===== src/rtl/interlock_out_qualifier.sv =====
// Purpose: synchronise and debounce raw permissive/channel lines, then drive qualified field outputs
//          with a startup hold, permissive gating and a latched over-activation fault with timed recovery.
// Latency: raw edge to output is 2 (sync) + DEBOUNCE_CYC (filter) + 1 (output register) cycles.
// Backpressure: none; the outputs are re-evaluated and registered every cycle.
// Optional: define FAULT_CNT_EN to add fault_cnt[7:0], a saturating count of RUN->FAULT entries.
module interlock_out_qualifier #(
    parameter int N_PERM       = 8,
    parameter int N_OUT        = 28,
    parameter bit ACTIVE_LOW   = 1'b1,
    parameter int DEBOUNCE_CYC = 500000,
    parameter int STARTUP_CYC  = 1000,
    parameter int MAX_ACTIVE   = 16,
    parameter int CLR_CYC      = 1000
) (
    input  logic              pclk_50M,
    input  logic              rst,
    input  logic [1:N_PERM]   outP,
    input  logic [1:N_OUT]    out,
    output logic [1:N_PERM]   eoutP,
    output logic [1:N_OUT]    eout,
`ifdef FAULT_CNT_EN
    output logic [7:0]        fault_cnt,
`endif
    output logic              fault
);

    localparam int N_ALL   = N_PERM + N_OUT;
    localparam int DB_W    = (DEBOUNCE_CYC > 1) ? $clog2(DEBOUNCE_CYC) : 1;
    localparam int TMR_MAX = (STARTUP_CYC > CLR_CYC) ? STARTUP_CYC : CLR_CYC;
    localparam int TMR_W   = (TMR_MAX > 1) ? $clog2(TMR_MAX) : 1;
    localparam int CNT_W   = $clog2(N_OUT + 1);

    localparam logic             ACT       = ACTIVE_LOW ? 1'b0 : 1'b1;
    localparam logic             INACT     = ACTIVE_LOW ? 1'b1 : 1'b0;
    localparam logic [DB_W-1:0]  DB_LAST   = DB_W'(DEBOUNCE_CYC - 1);
    localparam logic [TMR_W-1:0] HOLD_LAST = TMR_W'(STARTUP_CYC - 1);
    localparam logic [TMR_W-1:0] CLR_LAST  = TMR_W'(CLR_CYC - 1);
    localparam logic [CNT_W:0]   MAX_LIM   = (CNT_W + 1)'(MAX_ACTIVE);

    typedef enum logic [1:0] {HOLD, RUN, FAULT, RECOVER} state_t;

    // Permissives occupy the upper bits, channels the lower bits; left-to-right order is preserved.
    logic [N_ALL-1:0] raw_all;
    logic [N_ALL-1:0] sync_q1;
    logic [N_ALL-1:0] sync_q2;
    logic [N_ALL-1:0] db_all;
    logic [DB_W-1:0]  db_cnt [N_ALL];
    logic [1:N_PERM]  db_perm;
    logic [1:N_OUT]   db_out;
    logic [CNT_W-1:0] active_cnt;
    logic             any_perm;
    logic             over_limit;
    logic             all_idle;
    state_t           state;
    logic [TMR_W-1:0] tmr;

    assign raw_all = {outP, out};
    assign db_perm = db_all[N_ALL-1:N_OUT];
    assign db_out  = db_all[N_OUT-1:0];

    // Two-flop synchroniser; reset parks every line at the safe level.
    always_ff @(posedge pclk_50M or posedge rst) begin
        if (rst) begin
            sync_q1 <= {N_ALL{INACT}};
            sync_q2 <= {N_ALL{INACT}};
        end else begin
            sync_q1 <= raw_all;
            sync_q2 <= sync_q1;
        end
    end

    // Per-bit debounce: the stable value only flips after DEBOUNCE_CYC consecutive disagreeing samples.
    always_ff @(posedge pclk_50M or posedge rst) begin
        if (rst) begin
            db_all <= {N_ALL{INACT}};
            for (int i = 0; i < N_ALL; i++) begin
                db_cnt[i] <= '0;
            end
        end else begin
            for (int i = 0; i < N_ALL; i++) begin
                if (sync_q2[i] == db_all[i]) begin
                    db_cnt[i] <= '0;
                end else if (db_cnt[i] == DB_LAST) begin
                    db_all[i] <= ~db_all[i];
                    db_cnt[i] <= '0;
                end else begin
                    db_cnt[i] <= db_cnt[i] + 1'b1;
                end
            end
        end
    end

    // Number of debounced channels currently at the active level.
    always_comb begin
        active_cnt = '0;
        for (int i = 1; i <= N_OUT; i++) begin
            if (db_out[i] == ACT) begin
                active_cnt = active_cnt + 1'b1;
            end
        end
    end

    assign any_perm   = ACTIVE_LOW ? ~(&db_perm) : (|db_perm);
    assign over_limit = {1'b0, active_cnt} > MAX_LIM;
    assign all_idle   = (active_cnt == '0);

    // Mode sequencing with registered outputs; every non-RUN path drives the safe level, and the
    // over-limit test wins over the output update so an illegal pattern never reaches eout.
    always_ff @(posedge pclk_50M or posedge rst) begin
        if (rst) begin
            state <= HOLD;
            tmr   <= '0;
            eoutP <= {N_PERM{INACT}};
            eout  <= {N_OUT{INACT}};
            fault <= 1'b0;
        end else begin
            eoutP <= {N_PERM{INACT}};
            eout  <= {N_OUT{INACT}};
            fault <= 1'b0;
            case (state)
                HOLD: begin
                    if (tmr == HOLD_LAST) begin
                        state <= RUN;
                        tmr   <= '0;
                    end else begin
                        tmr <= tmr + 1'b1;
                    end
                end
                RUN: begin
                    if (over_limit) begin
                        state <= FAULT;
                        fault <= 1'b1;
                    end else begin
                        eoutP <= db_perm;
                        eout  <= any_perm ? db_out : {N_OUT{INACT}};
                    end
                end
                FAULT: begin
                    fault <= 1'b1;
                    if (all_idle) begin
                        state <= RECOVER;
                        tmr   <= '0;
                    end
                end
                RECOVER: begin
                    if (!all_idle) begin
                        state <= FAULT;
                        tmr   <= '0;
                        fault <= 1'b1;
                    end else if (tmr == CLR_LAST) begin
                        state <= RUN;
                        tmr   <= '0;
                    end else begin
                        tmr   <= tmr + 1'b1;
                        fault <= 1'b1;
                    end
                end
                default: begin
                    state <= HOLD;
                    tmr   <= '0;
                end
            endcase
        end
    end

`ifdef FAULT_CNT_EN
    // Saturating count of fault entries from RUN; only reset clears it.
    always_ff @(posedge pclk_50M or posedge rst) begin
        if (rst) begin
            fault_cnt <= '0;
        end else if (state == RUN && over_limit && fault_cnt != 8'hFF) begin
            fault_cnt <= fault_cnt + 8'd1;
        end
    end
`endif

endmodule


===== config.mk =====
export PLATFORM = sky130hd
export DESIGN_NAME = interlock_out_qualifier
export DESIGN_NICKNAME = d
export VERILOG_FILES = /design/src/rtl/interlock_out_qualifier.sv
export SDC_FILE = /design/constraint.sdc
export NUM_CORES = 2
export LEC_CHECK = 0
export ABC_AREA = 1
export CORE_ASPECT_RATIO = 0.5
export CORE_MARGIN = 10
export CORE_UTILIZATION = 35
export DETAILED_ROUTE_END_ITERATION = 10
export GPL_TIMING_DRIVEN = 0
export PLACE_DENSITY = 0.61
export SYNTH_ARGS = -nofsm -noshare
export SYNTH_HDL_FRONTEND = slang
export SYNTH_SLANG_ARGS = --single-unit

===== constraint.sdc =====
create_clock -name pclk_50M -period 56.1 [get_ports pclk_50M]
set_input_delay 8.415 -clock pclk_50M [delete_from_list [all_inputs] [get_ports pclk_50M]]
set_output_delay 8.415 -clock pclk_50M [all_outputs]
set_load 0.02 [all_outputs]

# Word level (Yosys, flattened, before mapping)

Index checks and enable logic that the tools add are counted.

Add/subtract/negate cells: 64
$lt $le $gt $ge: 1
Equal/unequal tests: 78
Multiplexer cells: 118
Bitwise gates (word level): 72
Reductions and logical operators: 42

Operators with widths:

| cell                    | count |
|---|---|
| $mux W19                | 72 |
| $add A19 B1 Y19 const B | 36 |
| $eq A19 B19 Y1 const B  | 36 |
| $add A5 B1 Y5 const B   | 27 |
| $mux W5                 | 27 |
| $mux W28                | 3 |
| $reduce_and A2 Y1       | 38 |
| $not A1 Y1              | 72 |
| $eq A1 B1 Y1            | 36 |
| $mux W10                | 3 |
| $pmux W10 S3            | 1 |
| $mux W8                 | 2 |
| $add A10 B1 Y10 const B | 1 |
| $eq A10 B10 Y1 const B  | 1 |
| $mux W2                 | 4 |
| $pmux W2 S4             | 1 |
| $reduce_and A8 Y1       | 1 |
| $gt A5 B5 Y1 const B    | 1 |
| $logic_not A5 Y1        | 1 |
| $eq A2 B2 Y1 const B    | 2 |
| $mux W1                 | 4 |
| $ne A2 B2 Y1 const B    | 2 |
| $pmux W1 S3             | 1 |
| $reduce_bool A3 Y1      | 1 |
| 2 further kinds         | 2 |

Flip-flop bits (word level): 841
Input bits: 38
Output and inout port bits: 37
Logic and storage cells: 454

# Longest topological paths before layout

Depth after elaboration: 58
Mapped depth: 102
Depth with buffers taken out: 102

# Least setup slack after synthesis

No wires, ideal clock.

Kind: reg2reg
Start: register db_all[26]
End: register eout[7] (netlist name)
Arrival: 15.060 ns
Required time: 56.021 ns
Slack: 40.961 ns
Stages on the path, launching flop included: 102
Period minus slack after synthesis: 15.139 ns
Cells stage by stage: dfstp_2 > inv_1 > ha_1 > inv_1 > nand2_2 > nand2_1 > ha_1 > nand2_1 > nand2_1 > ha_1 > nand2_1 > nand2_1 > ha_1 > nand2_1 > nand2_1 > ha_1 > nand2_1 > nand2_1 > [66 not listed] > or2_2 > nand2_1 > inv_1 > ha_1 > o21ai_0 > inv_1 > ha_1 > nand2_1 > nand2_1 > inv_1 > nand2_1 > a21oi_1 > nand2_1 > nor2_4 > o21bai_4 > nor2_8 > buf_6 > nand2_1

Cells in the longest elaborated chain, start to end: 56

RTL lines:

| element                           | RTL line | RTL |
|---|---|---|
| from (decl)                       | 46       | `logic [N_ALL-1:0] db_all;` |
| from (signal assigned)            | 75       | `db_all <= {N_ALL{INACT}};` |
| from (signal, indexed assignment) | 84       | `db_all[i] <= ~db_all[i];` |
| $mux W5 *                         | 97       | `if (db_out[i] == ACT) begin` |
| $add A5 B1 Y5                     | 98       | `active_cnt = active_cnt + 1'b1;` |
| $mux W5 *                         | 97       |  |
| $add A5 B1 Y5                     | 98       |  |
| $mux W5 *                         | 97       |  |
| $add A5 B1 Y5                     | 98       |  |
| $mux W5 *                         | 97       |  |
| $add A5 B1 Y5                     | 98       |  |
| [40 not listed]                   | n/a      |  |
| $mux W5 *                         | 97       |  |
| $add A5 B1 Y5                     | 98       |  |
| $mux W5 *                         | 97       |  |
| $add A5 B1 Y5                     | 98       |  |
| $mux W5 *                         | 97       |  |
| $gt A5 B5 Y1 *                    | 104      | `assign over_limit = {1'b0, active_cnt} > MAX_LIM;` |
| $mux W28 *                        | 130      | `if (over_limit) begin` |
| $mux W28 *                        | 120      | `case (state)` |
| to (signal assigned)              | 114      | `eout <= {N_OUT{INACT}};` |
| to (signal assigned)              | 118      | `eout <= {N_OUT{INACT}};` |
| to (signal assigned)              | 135      | `eout <= any_perm ? db_out : {N_OUT{INACT}};` |
| to (decl)                         | 20       | `output logic [1:N_OUT] eout,` |

Every way passes the cells marked *; elsewhere a longest branch is shown, timed or not.
A chain may end at the register's enable or synchronous reset.

# Final worst setup path

Start: register db_all[27]
End: register eout[15] (netlist name)

Cells in the longest elaborated chain, start to end: 58

RTL lines:

| element         | RTL line |
|---|---|
| $mux W1 *       | 97 |
| $add A5 B1 Y5   | 98 |
| $mux W5 *       | 97 |
| $add A5 B1 Y5   | 98 |
| $mux W5 *       | 97 |
| $add A5 B1 Y5   | 98 |
| $mux W5 *       | 97 |
| $add A5 B1 Y5   | 98 |
| [42 not listed] | n/a |
| $mux W5 *       | 97 |
| $add A5 B1 Y5   | 98 |
| $mux W5 *       | 97 |
| $add A5 B1 Y5   | 98 |
| $mux W5 *       | 97 |
| $gt A5 B5 Y1 *  | 104 |
| $mux W28 *      | 130 |
| $mux W28 *      | 120 |

Marked as above.

==> results.ini <==
[run_status]
status=completed

[min_path]
hold-path-endpoint=sync_q2[22]
min-delay-start=sync_q1[22]
hp-class=flop to flop
hold_depth=0

[cells_and_area]
final_nets=5492
multiInputGateArea_um2=17380
register_area_um2=21230
instances_no_fill=7073
final_common_cell=inv_1
most-common-layout-cells=inv_1 (910), nand2_1 (800), nor2_1 (778)
area_delta_synth_final_pct=13.86
diodes=0
final_util_pct=40.01
drive_above_1_share_pct=7.139
filler_cell_count=12110
final_area_um2=48120

[critical_path]
regToRegStartpoint=db_all[27]
cpMostUsedCell=nand2_1
cpMaxStageDelayCell=dfstp_2
critical_path_class=flop to flop
cp_max_fo=10
worstPathArrival_ns=17.32
cp-end-kind=flop
ff2ff_path_depth=101
critPathRequiredTime_ns=56.64
cp-start-kind=flop
timing.rr.end=eout[15]
cp_slowest_stage_delay_ns=0.63
r2r_setup_slack_ns=39.32

[routing]
drtAntennaViolNets=0
wl_per_cell_um=11.58
num_vias=32830
viasPerCell=4.642
drtIter0Drc=1831
wl_um=81890
firstDrtPassIters=5
drc_errors=0

[timing]
period_share_pct=29.91
tightest_slew_ns=0.9238
fin_ws_ns=39.32
setup_violations=0
slew_viol_final=0
grt_setup_unrepaired=false
fmax_mhz=59.60
slew_headroom_pct=37.74
finalClockSkew_ns=0.02928
hold_violations=0
period_needed_ns=16.78
setup_tns_ns=0

[floorplanning]
die_area_um2=135900
io_pins=75
num_rows=90
core_um2=120300
initial_core_util_pct=35.14
die_h_um=265.7
die_w_um=511.4

[grt]
grt_pass1_wl_um=144200
grt_pass1_vias=31660
antenna_found_initial=1
grt_start_max_net_pins=131
overflow=0
track_usage_pct=11.99

[placed_design]
io_buffers=74
numPlacedInstances=6913
post-place-ws_ns=39.21
placed_area_um2=45240
globalplace.congestion=0.8195
dp_hpwl_um=58620

[clocking]
post-cts-setup-buffer-count=0
clk_pin_slew_worst_paths_ns=0.06
cts_buffers=85
cts-hold-fix-buffers=0
clk_path_buf_depth=3
cts_tree=yes
clk_latency_ns=0.67
cts_resized=0
cts_max_level=3
cts_root_buf=clkbuf_16
cts_sinks=841

[logic_synthesis]
netlist_area_um2=42260
synthCells=5221
synth-edff-count=0
ys_types=45
dominantRegCellSynth=dfrtp_1
async_flop_share_pct=100.0
ys_seq_area_share_pct=50.23
synth-seq-cells=841
synth_warnings=0
avgSynthCellArea_um2=8.094
syn-num-nets=5323

[power_and_ir_drop]
ir_drop_uv=19.65
cellLeakagePower_nw=20.21
p_per_area_nw_per_um2=25.88

[job]
drv_cap=0

==> cell type report <==
class | count | area share [%]
inverter | 930 | 7.270
clock inverter | 28 | 0.6475
multi-input combinational | 3411 | 36.11
tap | 1610 | 4.186
buffer | 39 | 0.3796
clock buffer | 132 | 5.338
timing repair buffer | 82 | 1.955
sequential | 841 | 44.11
==> power by group <==
part | total (W) | switching, W | internal (W) | leakage (nW)
registers | 0.000624 | 0.00000580 | 0.000618 | 11.1
clock network | 0.000583 | 0.000243 | 0.000340 | 1.41
logic | 0.0000386 | 0.0000272 | 0.0000113 | 7.66
total | 0.00125 | 0.000276 | 0.000969 | 20.2
==> layer usage <==
layer	GRT usage, %	wire (um)	vias to the layer above
met5	0	7	-
met4	2.783	1453	2
met3	2.157	2529	100
met2	20.09	36920	283
met1	16.13	40980	15160
li1	-	-	17290
==> stage by stage <==
stage | power, W | hold slack, ns
after floorplan | 0.0006596 | 0.3452
after global placement | 0.0006730 | 0.3454
after detailed placement | 0.0006746 | 0.3468
after CTS | 0.001269 | 0.3463
after global routing | 0.001300 | 0.3478
final | 0.001245 | 0.3474
==> worst max path at each step <==
| stage | from | endpoint | slack [ns] | depth (start not counted) |
|---|---|---|---|---|
| 2_1_floorplan | rst | db_cnt[0] | 24.30 | 1 |
| 3_3_place_gp | rst | db_cnt[220] | 14.12 | 2 |
| 3_5_place_dp | db_all[27] | eout[15] | 39.21 | 101 |
| 4_1_cts | db_all[27] | eout[15] | 39.16 | 101 |
| 5_1_grt | db_all[27] | eout[15] | 37.93 | 101 |
| 6_report | db_all[27] | eout[15] | 39.32 | 101 |
==> sequential cells by signal (all words and copies together), names as in the netlist <==
signal / flops
db_all: 36
db_cnt: 684
eout: 28
eoutP: 8
fault: 1
state: 2
sync_q1: 36
sync_q2: 36
tmr: 10
==> synthesized netlist by cell type (all sizes together) (2+ instances only) <==
cell,count,area [um2]
o41ai,16,140.1
nor4,101,631.9
nand4,154,963.4
dfstp,144,3784
inv,923,3465
nand2,828,3178
mux2,20,225.2
a21boi,2,15.01
xnor2,24,210.2
o21ai,88,440.4
clkbuf,27,101.4
o21bai,8,71.32
and3,42,262.8
a211oi,28,210.2
buf,12,81.33
nor4b,5,43.79
and2,2,12.51
or2,23,143.9
nor2,780,2952
a31oi,23,143.9
nor3b,97,728.2
o211ai,2,15.01
o21a,31,232.7
a21oi,286,1431
clkinv,7,26.28
dfrtp,697,17440
xor2,138,1209
nor3,384,1922
ha,64,800.8
nand3b,8,60.06
nand3,253,1286
==> cells by family (layout without fill, tap and decap cells) <==
group | Yosys count | count (layout) | synth area share [%]
AO/OA/AOI/OAI | 487 | 487 | 6.449
flip-flops | 841 | 841 | 50.23
adder cells (fa/ha/maj) | 64 | 64 | 1.895
XOR/XNOR | 162 | 162 | 3.358
multiplexers | 20 | 20 | 0.5329
buffers and inverters | 969 | 1211 | 8.693
AND/OR/NAND/NOR | 2678 | 2678 | 28.85
==> critical path, delay by kind of cell, from the launching register on <==
family,cells,cell delay [ns]
compound gates,5,0.88
fa+ha+maj,26,7.09
buf+inv,17,1.16
flops,1,0.63
simple gates,53,6.88
No activity file was read; power rests on OpenSTA's default activity.
